--- src/rtl/row_mac_sequencer.sv ---
// row_mac_sequencer
//
// Sequential dot-product engine. A job is started with a vector length;
// the block then accepts that many unsigned operand pairs through a
// valid/ready handshake. It multiplies each pair with a shift-and-add
// array, one partial-product row per cycle, and adds each product into a
// wrapping accumulator. A sticky flag records whether the accumulator
// wrapped during the job.
//
// Ports
//   clk        clock, all state changes on the rising edge
//   rst        synchronous, active-high reset
//   start      begin a job (only looked at while idle)
//   len        number of operand pairs, latched when a job starts
//   in_valid   a_in / x_in carry a valid operand pair
//   in_ready   the block takes an operand pair this cycle (FETCH only)
//   a_in       multiplicand, unsigned
//   x_in       multiplier, unsigned
//   busy       high in every state except IDLE
//   out_valid  one-cycle pulse: acc_out holds the final sum
//   acc_out    accumulated sum of products, modulo 2^ACC_W
//   overflow   sticky: the accumulator wrapped during the current job
//
// Timing: a start seen at cycle t gives FETCH at t+1. Each element takes
// WIDTH+2 cycles (FETCH, WIDTH x MUL, ACC) while in_valid is held high.
// DONE, and therefore out_valid, falls at t+1+len*(WIDTH+2).

module row_mac_sequencer #(
    parameter int WIDTH = 8,
    parameter int ACC_W = 24,
    parameter int CNT_W = 8
) (
    input  logic             clk,
    input  logic             rst,
    input  logic             start,
    input  logic [CNT_W-1:0] len,
    input  logic             in_valid,
    output logic             in_ready,
    input  logic [WIDTH-1:0] a_in,
    input  logic [WIDTH-1:0] x_in,
    output logic             busy,
    output logic             out_valid,
    output logic [ACC_W-1:0] acc_out,
    output logic             overflow
);

    localparam int IDX_W  = (WIDTH > 1) ? $clog2(WIDTH) : 1;
    localparam int PROD_W = 2 * WIDTH;

    typedef enum logic [2:0] {
        S_IDLE,
        S_FETCH,
        S_MUL,
        S_ACC,
        S_DONE
    } state_t;

    state_t state;
    state_t state_next;

    logic [WIDTH-1:0]  a_reg;
    logic [WIDTH-1:0]  x_reg;
    logic [PROD_W-1:0] product;
    logic [IDX_W-1:0]  bit_idx;
    logic [CNT_W-1:0]  remaining;

    logic [PROD_W-1:0] row;
    logic [ACC_W:0]    acc_sum;
    logic              last_row;

    // One row of the multiplier array: the multiplicand gated by the current
    // multiplier bit, shifted into place.
    assign row      = PROD_W'(a_reg & {WIDTH{x_reg[bit_idx]}}) << bit_idx;
    assign last_row = (bit_idx == IDX_W'(WIDTH - 1));

    // The extra top bit is the carry out of the accumulator.
    assign acc_sum  = {1'b0, acc_out} + (ACC_W + 1)'(product);

    // NOTE: every output and next-state value gets a default before the case,
    // so no path leaves a signal unassigned and no latch is inferred.
    always_comb begin
        state_next = state;
        in_ready   = 1'b0;
        busy       = 1'b1;
        out_valid  = 1'b0;

        case (state)
            S_IDLE: begin
                busy = 1'b0;
                if (start) begin
                    state_next = (len != '0) ? S_FETCH : S_DONE;
                end
            end
            S_FETCH: begin
                in_ready = 1'b1;
                if (in_valid) begin
                    state_next = S_MUL;
                end
            end
            S_MUL: begin
                if (last_row) begin
                    state_next = S_ACC;
                end
            end
            S_ACC: begin
                state_next = (remaining == CNT_W'(1)) ? S_DONE : S_FETCH;
            end
            S_DONE: begin
                out_valid  = 1'b1;
                state_next = S_IDLE;
            end
            default: begin
                state_next = S_IDLE;
            end
        endcase
    end

    // NOTE: sequential state uses non-blocking assignments only, so every
    // register samples the values from before this edge regardless of order.
    always_ff @(posedge clk) begin
        if (rst) begin
            state <= S_IDLE;
        end else begin
            state <= state_next;
        end
    end

    // NOTE: reset is synchronous and clears the whole datapath, not just the
    // FSM, so a reset in the middle of MUL or ACC leaves no stale product,
    // count or accumulator behind.
    always_ff @(posedge clk) begin
        if (rst) begin
            a_reg     <= '0;
            x_reg     <= '0;
            product   <= '0;
            bit_idx   <= '0;
            remaining <= '0;
            acc_out   <= '0;
            overflow  <= 1'b0;
        end else begin
            case (state)
                S_IDLE: begin
                    if (start) begin
                        acc_out   <= '0;
                        overflow  <= 1'b0;
                        remaining <= len;
                    end
                end
                S_FETCH: begin
                    if (in_valid) begin
                        a_reg   <= a_in;
                        x_reg   <= x_in;
                        product <= '0;
                        bit_idx <= '0;
                    end
                end
                S_MUL: begin
                    product <= product + row;
                    bit_idx <= bit_idx + IDX_W'(1);
                end
                S_ACC: begin
                    acc_out   <= acc_sum[ACC_W-1:0];
                    overflow  <= overflow | acc_sum[ACC_W];
                    remaining <= remaining - CNT_W'(1);
                end
                default: begin
                end
            endcase
        end
    end

endmodule

--- config.mk ---
export PLATFORM = sky130hd
export DESIGN_NAME = row_mac_sequencer
export DESIGN_NICKNAME = d
export VERILOG_FILES = /design/src/rtl/row_mac_sequencer.sv
export SDC_FILE = /design/constraint.sdc
export NUM_CORES = 1
export LEC_CHECK = 0
export BUFFER_PORTS_ARGS = -buffer_cell sky130_fd_sc_hd__buf_2
export CAP_MARGIN = 15
export CORE_MARGIN = 8
export CORE_UTILIZATION = 64
export DETAILED_ROUTE_END_ITERATION = 10
export MAX_ROUTING_LAYER = met4
export PLACE_DENSITY = 0.95
export SLEW_MARGIN = 20
export SYNTH_ARGS = -nofsm -noshare
export SYNTH_HDL_FRONTEND = slang
export SYNTH_SLANG_ARGS = --single-unit
export TNS_END_PERCENT = 5
--- constraint.sdc ---
create_clock -name clk -period 7.2 [get_ports clk]
set_input_delay 0.72 -clock clk [delete_from_list [all_inputs] [get_ports clk]]
set_output_delay 0.72 -clock clk [all_outputs]
set_load 0.01 [all_outputs]
==> flow_metrics.py, run 1 <==
metrics = {
    "outcome": {
        "status": "finished clean",
    },
    "global_routing": {
        "grt_usage": 0.253,
        "grt_max_degree": 82,
        "grt_pass1_vias": 4490,
        "grt_pass1_wl_um": 20700,
        "grt_antenna_before_repair": 0,
        "overflow": 0,
    },
    "setup_path": {
        "r2r_end": "product[15]",
        "critPathMaxFanout": 20,
        "path_buf_inv": 0,
        "start_kind": "flip-flop",
        "crit_path_start": "bit_idx[0]",
        "cpMostUsedCell": "nor2_1",
        "path_cells": "mux4_2 > nand2b_1 > and2_1 > nor2_1 > ha_1 > and4_1 > a211oi_1 > o21ai_0 > a21oi_1 > o22ai_1 > mux2_2 > nor2_1",
        "criticalPathCategory": "reg -> reg",
        "reg2regPathDepth": 12,
        "critPathMaxStageDelay_ps": 800,
        "critical-path-top-delay-family": "multiplexers",
        "required_ps": 7480,
        "r2r_slack_ps": 3430,
        "worst_r2r_startpoint": "bit_idx[0]",
        "cp.arrival_ps": 4050,
        "cp-end-kind": "flip-flop",
        "cp.depth": 12,
        "slowest_stage": "dfxtp_1",
    },
    "die": {
        "boundaryPins": 56,
        "die_w_um": 102,
        "num_rows": 31,
        "core_area_um2": 7180,
        "die_h_um": 102,
        "dieArea_um2": 10300,
        "start_util": 0.655,
    },
    "timing": {
        "fin_tns_setup_ps": 0,
        "slew_headroom": 0.329,
        "fin_crit_sh": 0.524,
        "tightest_slew_ps": 1000,
        "rsz0062_at_grt": "false",
        "setup_viol": 0,
        "slew_violations": 0,
        "finalHoldViolations": 0,
        "fin_skew_ps": 10.6,
        "period_needed_ps": 3770,
        "fmax_mhz": 265,
    },
    "cts": {
        "post_cts_buffers": 0,
        "cts_resized": 0,
        "cts_tree": "yes",
        "clkLatencyLatePin_ps": 350,
        "clockRootBuffer": "clkbuf_8",
        "clk_pin_slew_ps": 80,
        "clock_path_buffers": 2,
        "cts_hold_buffers": 0,
        "clock_sinks": 71,
        "cts_buffers": 9,
        "htreeDepth": 3,
    },
    "run": {
        "cap_violations": 0,
    },
    "finish": {
        "layout-drive-gt1-share": 0.133,
        "diodes": 0,
        "area_growth_pct": 9.99,
        "final_cell_count_no_fill": 746,
        "final_cell_mix": "a21oi_1, nand2_1, dfxtp_1",
        "nNetsFinal": 708,
        "largest-register": "acc_out",
        "layout_commonest_cell": "a21oi_1",
        "finalInstanceArea_um2": 5170,
        "reg_top3": "acc_out x24, product x16",
        "largest_reg_flops": 24,
        "fin_util": 0.720,
    },
    "power_and_ir_drop": {
        "cellLeakagePower_nw": 2.08,
        "powerDensity_nw_per_um2": 164,
        "vdd_drop_max_mv": 0.161,
    },
    "detailed_routing": {
        "drt_wl_total_um": 12400,
        "dr_total_vias": 4726,
        "wl_per_cell_um": 16.6,
        "drt-initial-drc-count": 388,
        "firstDrtPassIters": 5,
        "vias_per_cell": 6.34,
        "route.detailed.drc": 0,
        "detail-route-antenna-nets": 0,
    },
    "worst_hold_path": {
        "worstHoldStart": "overflow",
        "min_to": "overflow",
        "hold_path_depth": 2,
        "hp-class": "reg -> reg",
    },
    "logic_synthesis": {
        "yosysSeqAreaShare": 0.303,
        "ys_ff_latch": 71,
        "syn_area_um2": 4700,
        "async_reset_ff_frac": 0,
        "syn_nets": 675,
        "syn-instance-count": 609,
        "ys_types": 57,
        "ys.warnings.count": 0,
        "synth-main-ff-cell": "dfxtp_1",
        "synth.avg_cell_area_um2": 7.71,
        "synth_edf_count": 0,
    },
    "placement": {
        "dp.cells": 730,
        "hpwl_um": 8740,
        "gp_congestion": 1.03,
        "placed_area_um2": 4980,
        "port_buffers": 55,
    },
}
-- metal layers --
layer,vias up,part of all wire,track usage
li1,2281,-,-
met1,2196,0.42,0.299
met2,208,0.48,0.398
met3,41,0.060,0.0447
met4,0,0.036,0.140
met5,-,0,-
-- kinds of logic after synthesis --
family	Yosys count	share of synthesized area
AO/OA/AOI/OAI	179	0.232
AND/OR/NAND/NOR	239	0.248
flip-flops	71	0.303
adder cells (fa/ha/maj)	38	0.104
buffers and inverters	49	0.0402
XOR/XNOR	17	0.0317
multiplexers	16	0.0402
-- power by group --
part           internal (W)  leakage, nW  switching, W
logic             0.0000369         1.41     0.0000713
clock network      0.000170       0.0936      0.000150
registers          0.000405        0.575     0.0000165
-- cell type report --
cell class | count | area [um2]
Sequential cell | 71 | 1420
Timing Repair Buffer | 57 | 290
Multi-Input combinational cell | 489 | 3090
Clock inverter | 3 | 42.5
Tap cell | 99 | 124
Fill cell | 566 | 2010
Inverter | 14 | 52.6
Clock buffer | 13 | 149
-- worst min-delay path, delay by kind of cell, from the launching register on --
family | cells | cell delay [ps]
AOI/OAI and AO/OA | 1 | 60
DFF | 1 | 320
and+or+nand+nor | 1 | 50
-- stage by stage --
step                      total power, W  setup WS, ps  hold slack (ps)
after floorplan                 0.000507          4050              433
after global placement          0.000531          3660              433
after detailed placement        0.000535          3500              446
after CTS                       0.000849          3450              467
after global routing            0.000888          3150              498
final                           0.000849          3430              470
-- synth_stat cells (6+ instances only) --
cell      instances  area, um2
xor2_1            7       61.3
nand4b_1          9       78.8
o21ai_0          30        150
a211oi_1         10       75.1
inv_1            14       52.6
o21bai_1          6       45.0
or4_1             9       67.6
a21oi_1          82        410
nand2_1          77        289
nor2b_1           9       56.3
nor2_1           59        221
mux2i_1          11        110
ha_1             36        450
nand3_1          34        170
clkbuf_1         28        105
xnor2_1          10       87.6
a21o_1           10       75.1
dfxtp_1          71       1420
a31oi_1           9       56.3
-- worst max-delay path by stage --
stage / slack, ps / to
5_1_grt: 3150 / product[15]
3_3_place_gp: 3660 / product[15]
6_report: 3430 / product[15]
2_1_floorplan: 4050 / product[15]
3_5_place_dp: 3500 / product[15]
4_1_cts: 3450 / product[15]
No activity file was read; power rests on OpenSTA's default activity.
==> run 2, diff against run 1 <==
--- a/config.mk
+++ b/config.mk
@@ -5,13 +5,14 @@
 export SDC_FILE = /design/constraint.sdc
 export NUM_CORES = 1
 export LEC_CHECK = 0
+export ABC_AREA = 1
 export BUFFER_PORTS_ARGS = -buffer_cell sky130_fd_sc_hd__buf_2
 export CAP_MARGIN = 15
 export CORE_MARGIN = 8
-export CORE_UTILIZATION = 64
+export CORE_UTILIZATION = 54
 export DETAILED_ROUTE_END_ITERATION = 10
 export MAX_ROUTING_LAYER = met4
-export PLACE_DENSITY = 0.95
+export PLACE_DENSITY = 0.88
 export SLEW_MARGIN = 20
 export SYNTH_ARGS = -nofsm -noshare
 export SYNTH_HDL_FRONTEND = slang
==> constraint.sdc (replaced) <==
create_clock -name clk -period 3.1 [get_ports clk]
set_input_delay 0.31 -clock clk [delete_from_list [all_inputs] [get_ports clk]]
set_output_delay 0.31 -clock clk [all_outputs]
set_load 0.01 [all_outputs]
==> flow_metrics.py, run 2 <==
metrics = {
    "outcome": {
        "status": "finished clean",
    },
    "detailed_routing": {
        "drt-initial-drc-count": 340,
        "firstDrtPassIters": 5,
        "drt_wl_total_um": 13400,
        "vias_per_cell": 5.38,
        "detail-route-antenna-nets": 0,
        "dr_total_vias": 5623,
        "wl_per_cell_um": 12.8,
        "route.detailed.drc": 0,
    },
    "finish": {
        "nFillCells": 932,
        "seq_area_um2": 1430,
        "layout_commonest_cell": "nand2_1",
        "final_cell_count_no_fill": 1046,
        "finalInstanceArea_um2": 5870,
        "final_cell_mix": "nand2_1, inv_1, nand3_1",
        "largest-register": "acc_out",
        "diodes": 0,
        "nNetsFinal": 974,
        "area_growth_pct": 11.1,
        "reg_top3": "acc_out x24, product x16",
        "multi_input_area_um2": 3350,
        "layout-drive-gt1-share": 0.107,
        "largest_reg_flops": 24,
    },
    "logic_synthesis": {
        "synth_top_area_share": 0.269,
        "muxShareOfSynthArea": 0,
        "synth_adder_area_share": 0.0929,
        "synth_compound_area_frac": 0.146,
        "synth_xor_area_frac": 0.00332,
        "synth-main-ff-cell": "dfxtp_1",
        "synth.avg_cell_area_um2": 6.15,
        "ys_ff_latch": 71,
        "ys_types": 34,
        "syn_nets": 925,
        "syn_area_um2": 5280,
        "synth_edf_count": 0,
        "synth_top_family_by_area": "simple AND/OR/NAND/NOR gates",
        "async_reset_ff_frac": 0,
        "yosys-top-cells-count": "nand2_1, inv_1, nand3_1",
        "yosys.area_share.simple": 0.391,
        "synth_area_leaders": "dfxtp_1, nand2_1, ha_1",
        "syn-instance-count": 859,
        "synthMostInstantiatedCell": "nand2_1",
        "ys.warnings.count": 0,
        "yosysTopAreaCell": "dfxtp_1",
        "yosysSeqAreaShare": 0.269,
    },
    "global_routing": {
        "grt_pass1_vias": 5025,
        "overflow": 0,
        "grt_pass1_wl_um": 22800,
        "grt_max_degree": 44,
        "grt_usage": 0.214,
        "grt_antenna_before_repair": 0,
    },
    "power_and_ir_drop": {
        "switching_power_w": 0.000705,
        "p_sw_frac": 0.324,
        "power.internal_w": 0.00147,
        "p_comb_frac": 0.192,
        "vdd_drop_max_mv": 0.389,
        "clkPwrFrac": 0.349,
        "pwr-share-seq": 0.459,
        "cellLeakagePower_nw": 2.94,
        "p_total_w": 0.00218,
        "powerDensity_nw_per_um2": 371,
    },
    "setup_path": {
        "required_ps": 3370,
        "cp.arrival_ps": 3050,
        "criticalPathCategory": "reg -> reg",
        "crit_path_start": "bit_idx[0]",
        "reg2regPathDepth": 17,
        "crit_end": "product[7]",
        "cp-end-kind": "flip-flop",
        "r2r_slack_ps": 330,
        "critPathMaxFanout": 14,
        "r2r_end": "product[7]",
        "start_kind": "flip-flop",
        "worst_r2r_startpoint": "bit_idx[0]",
    },
    "die": {
        "start_util": 0.548,
        "core_area_um2": 9640,
        "boundaryPins": 56,
        "dieArea_um2": 13200,
        "num_rows": 36,
        "die_h_um": 115,
        "die_w_um": 115,
    },
    "timing": {
        "tightest_slew_ps": 743,
        "slew_headroom": 0.502,
        "fin_crit_sh": 0.895,
        "setup_viol": 0,
        "finalHoldViolations": 0,
        "slew_violations": 0,
        "worst_hold_slack_ps": 169,
        "fin_skew_ps": 15.0,
        "fmax_mhz": 360,
        "rsz0062_at_grt": "false",
        "fin_tns_setup_ps": 0,
        "period_needed_ps": 2770,
    },
    "cts": {
        "clockRootBuffer": "clkbuf_8",
        "clkLatencyLatePin_ps": 360,
        "post_cts_buffers": 0,
        "cts_buffers": 9,
        "clk_pin_slew_ps": 80,
        "htreeDepth": 3,
        "clock_path_buffers": 2,
        "clock_sinks": 71,
        "cts_tree": "yes",
    },
    "placement": {
        "port_buffers": 55,
        "placed_area_um2": 5660,
        "hpwl_um": 10300,
        "dp.cells": 1030,
        "gp_congestion": 0.909,
    },
    "worst_hold_path": {
        "hp-class": "in -> reg",
    },
    "run": {
        "cap_violations": 0,
    },
}
==> run 2: how the worst min path moves through the flow <==
| stage | from | to | cells after the start |
|---|---|---|---|
| after global placement | x_reg[2] | x_reg[2] | 2 |
| after floorplan | x_reg[1] | x_reg[1] | 2 |
| after detailed placement | x_reg[5] | x_reg[5] | 2 |
| final | a_in[1] | a_reg[1] | 3 |
| after global routing | a_in[1] | a_reg[1] | 3 |
| after CTS | a_in[1] | a_reg[1] | 3 |
==> run 2: routing by layer <==
layer  share of wire  global-route usage
met2            0.46               0.339
met5               0                   -
met1            0.47               0.276
met3           0.060              0.0326
met4           0.013              0.0569
==> run 2: power by group through the flow <==
stage / combinational (W) / sequential [W] / clock (W)
floorplan: 0.000323 / 0.00101 / 0
global placement: 0.000406 / 0.00102 / 0
detailed placement: 0.000412 / 0.00102 / 0
CTS: 0.000415 / 0.000997 / 0.000771
global route: 0.000480 / 0.00100 / 0.000814
finish: 0.000419 / 0.000999 / 0.000759
==> run 2: final cells by class <==
type / count / share of cell area
sequential: 71 / 0.243
clock buffer: 10 / 0.0218
multi-input combinational: 658 / 0.570
clock inverter: 6 / 0.0117
timing repair buffer: 64 / 0.0584
inverter: 104 / 0.0665
tap: 133 / 0.0284
==> run 2: stage by stage <==
stage	worst slack, ps	utilization
6_report	326	0.609
3_3_place_gp	368	0.587
3_5_place_dp	270	0.587
5_1_grt	30.3	0.609
4_1_cts	199	0.608
2_1_floorplan	539	-
==> run 2: kinds of logic (layout without fill, tap and decap cells) <==
kind of cell               Yosys count  count (layout)
adders and majority gates           38              38
AOI/OAI and AO/OA                  145             145
DFF                                 71              71
buffers and inverters              130             184
and+or+nand+nor                    473             473
xor gates and xnor gates             2               2
==> run 2: repair_timing <==
action | CTS | global route
setup endpoints to repair | 0 | 8
hold buffers | 0 | 0
gates resized for setup | 0 | 3
endpoints found under the hold margin | 0 | 0
==> run 2: critical path, stage by stage (launching register included) <==
cell,delay (ps)
dfxtp_4,380
inv_2,170
nand2_1,90
nand3_1,90
nand3_2,90
buf_4,180
nand4_1,100
nand3_1,110
nand2_1,70
nor2_1,40
ha_1,310
or2_2,300
and2_1,200
nand2_1,70
nand2_1,90
a21oi_1,150
o21ai_0,130
a21oi_1,130
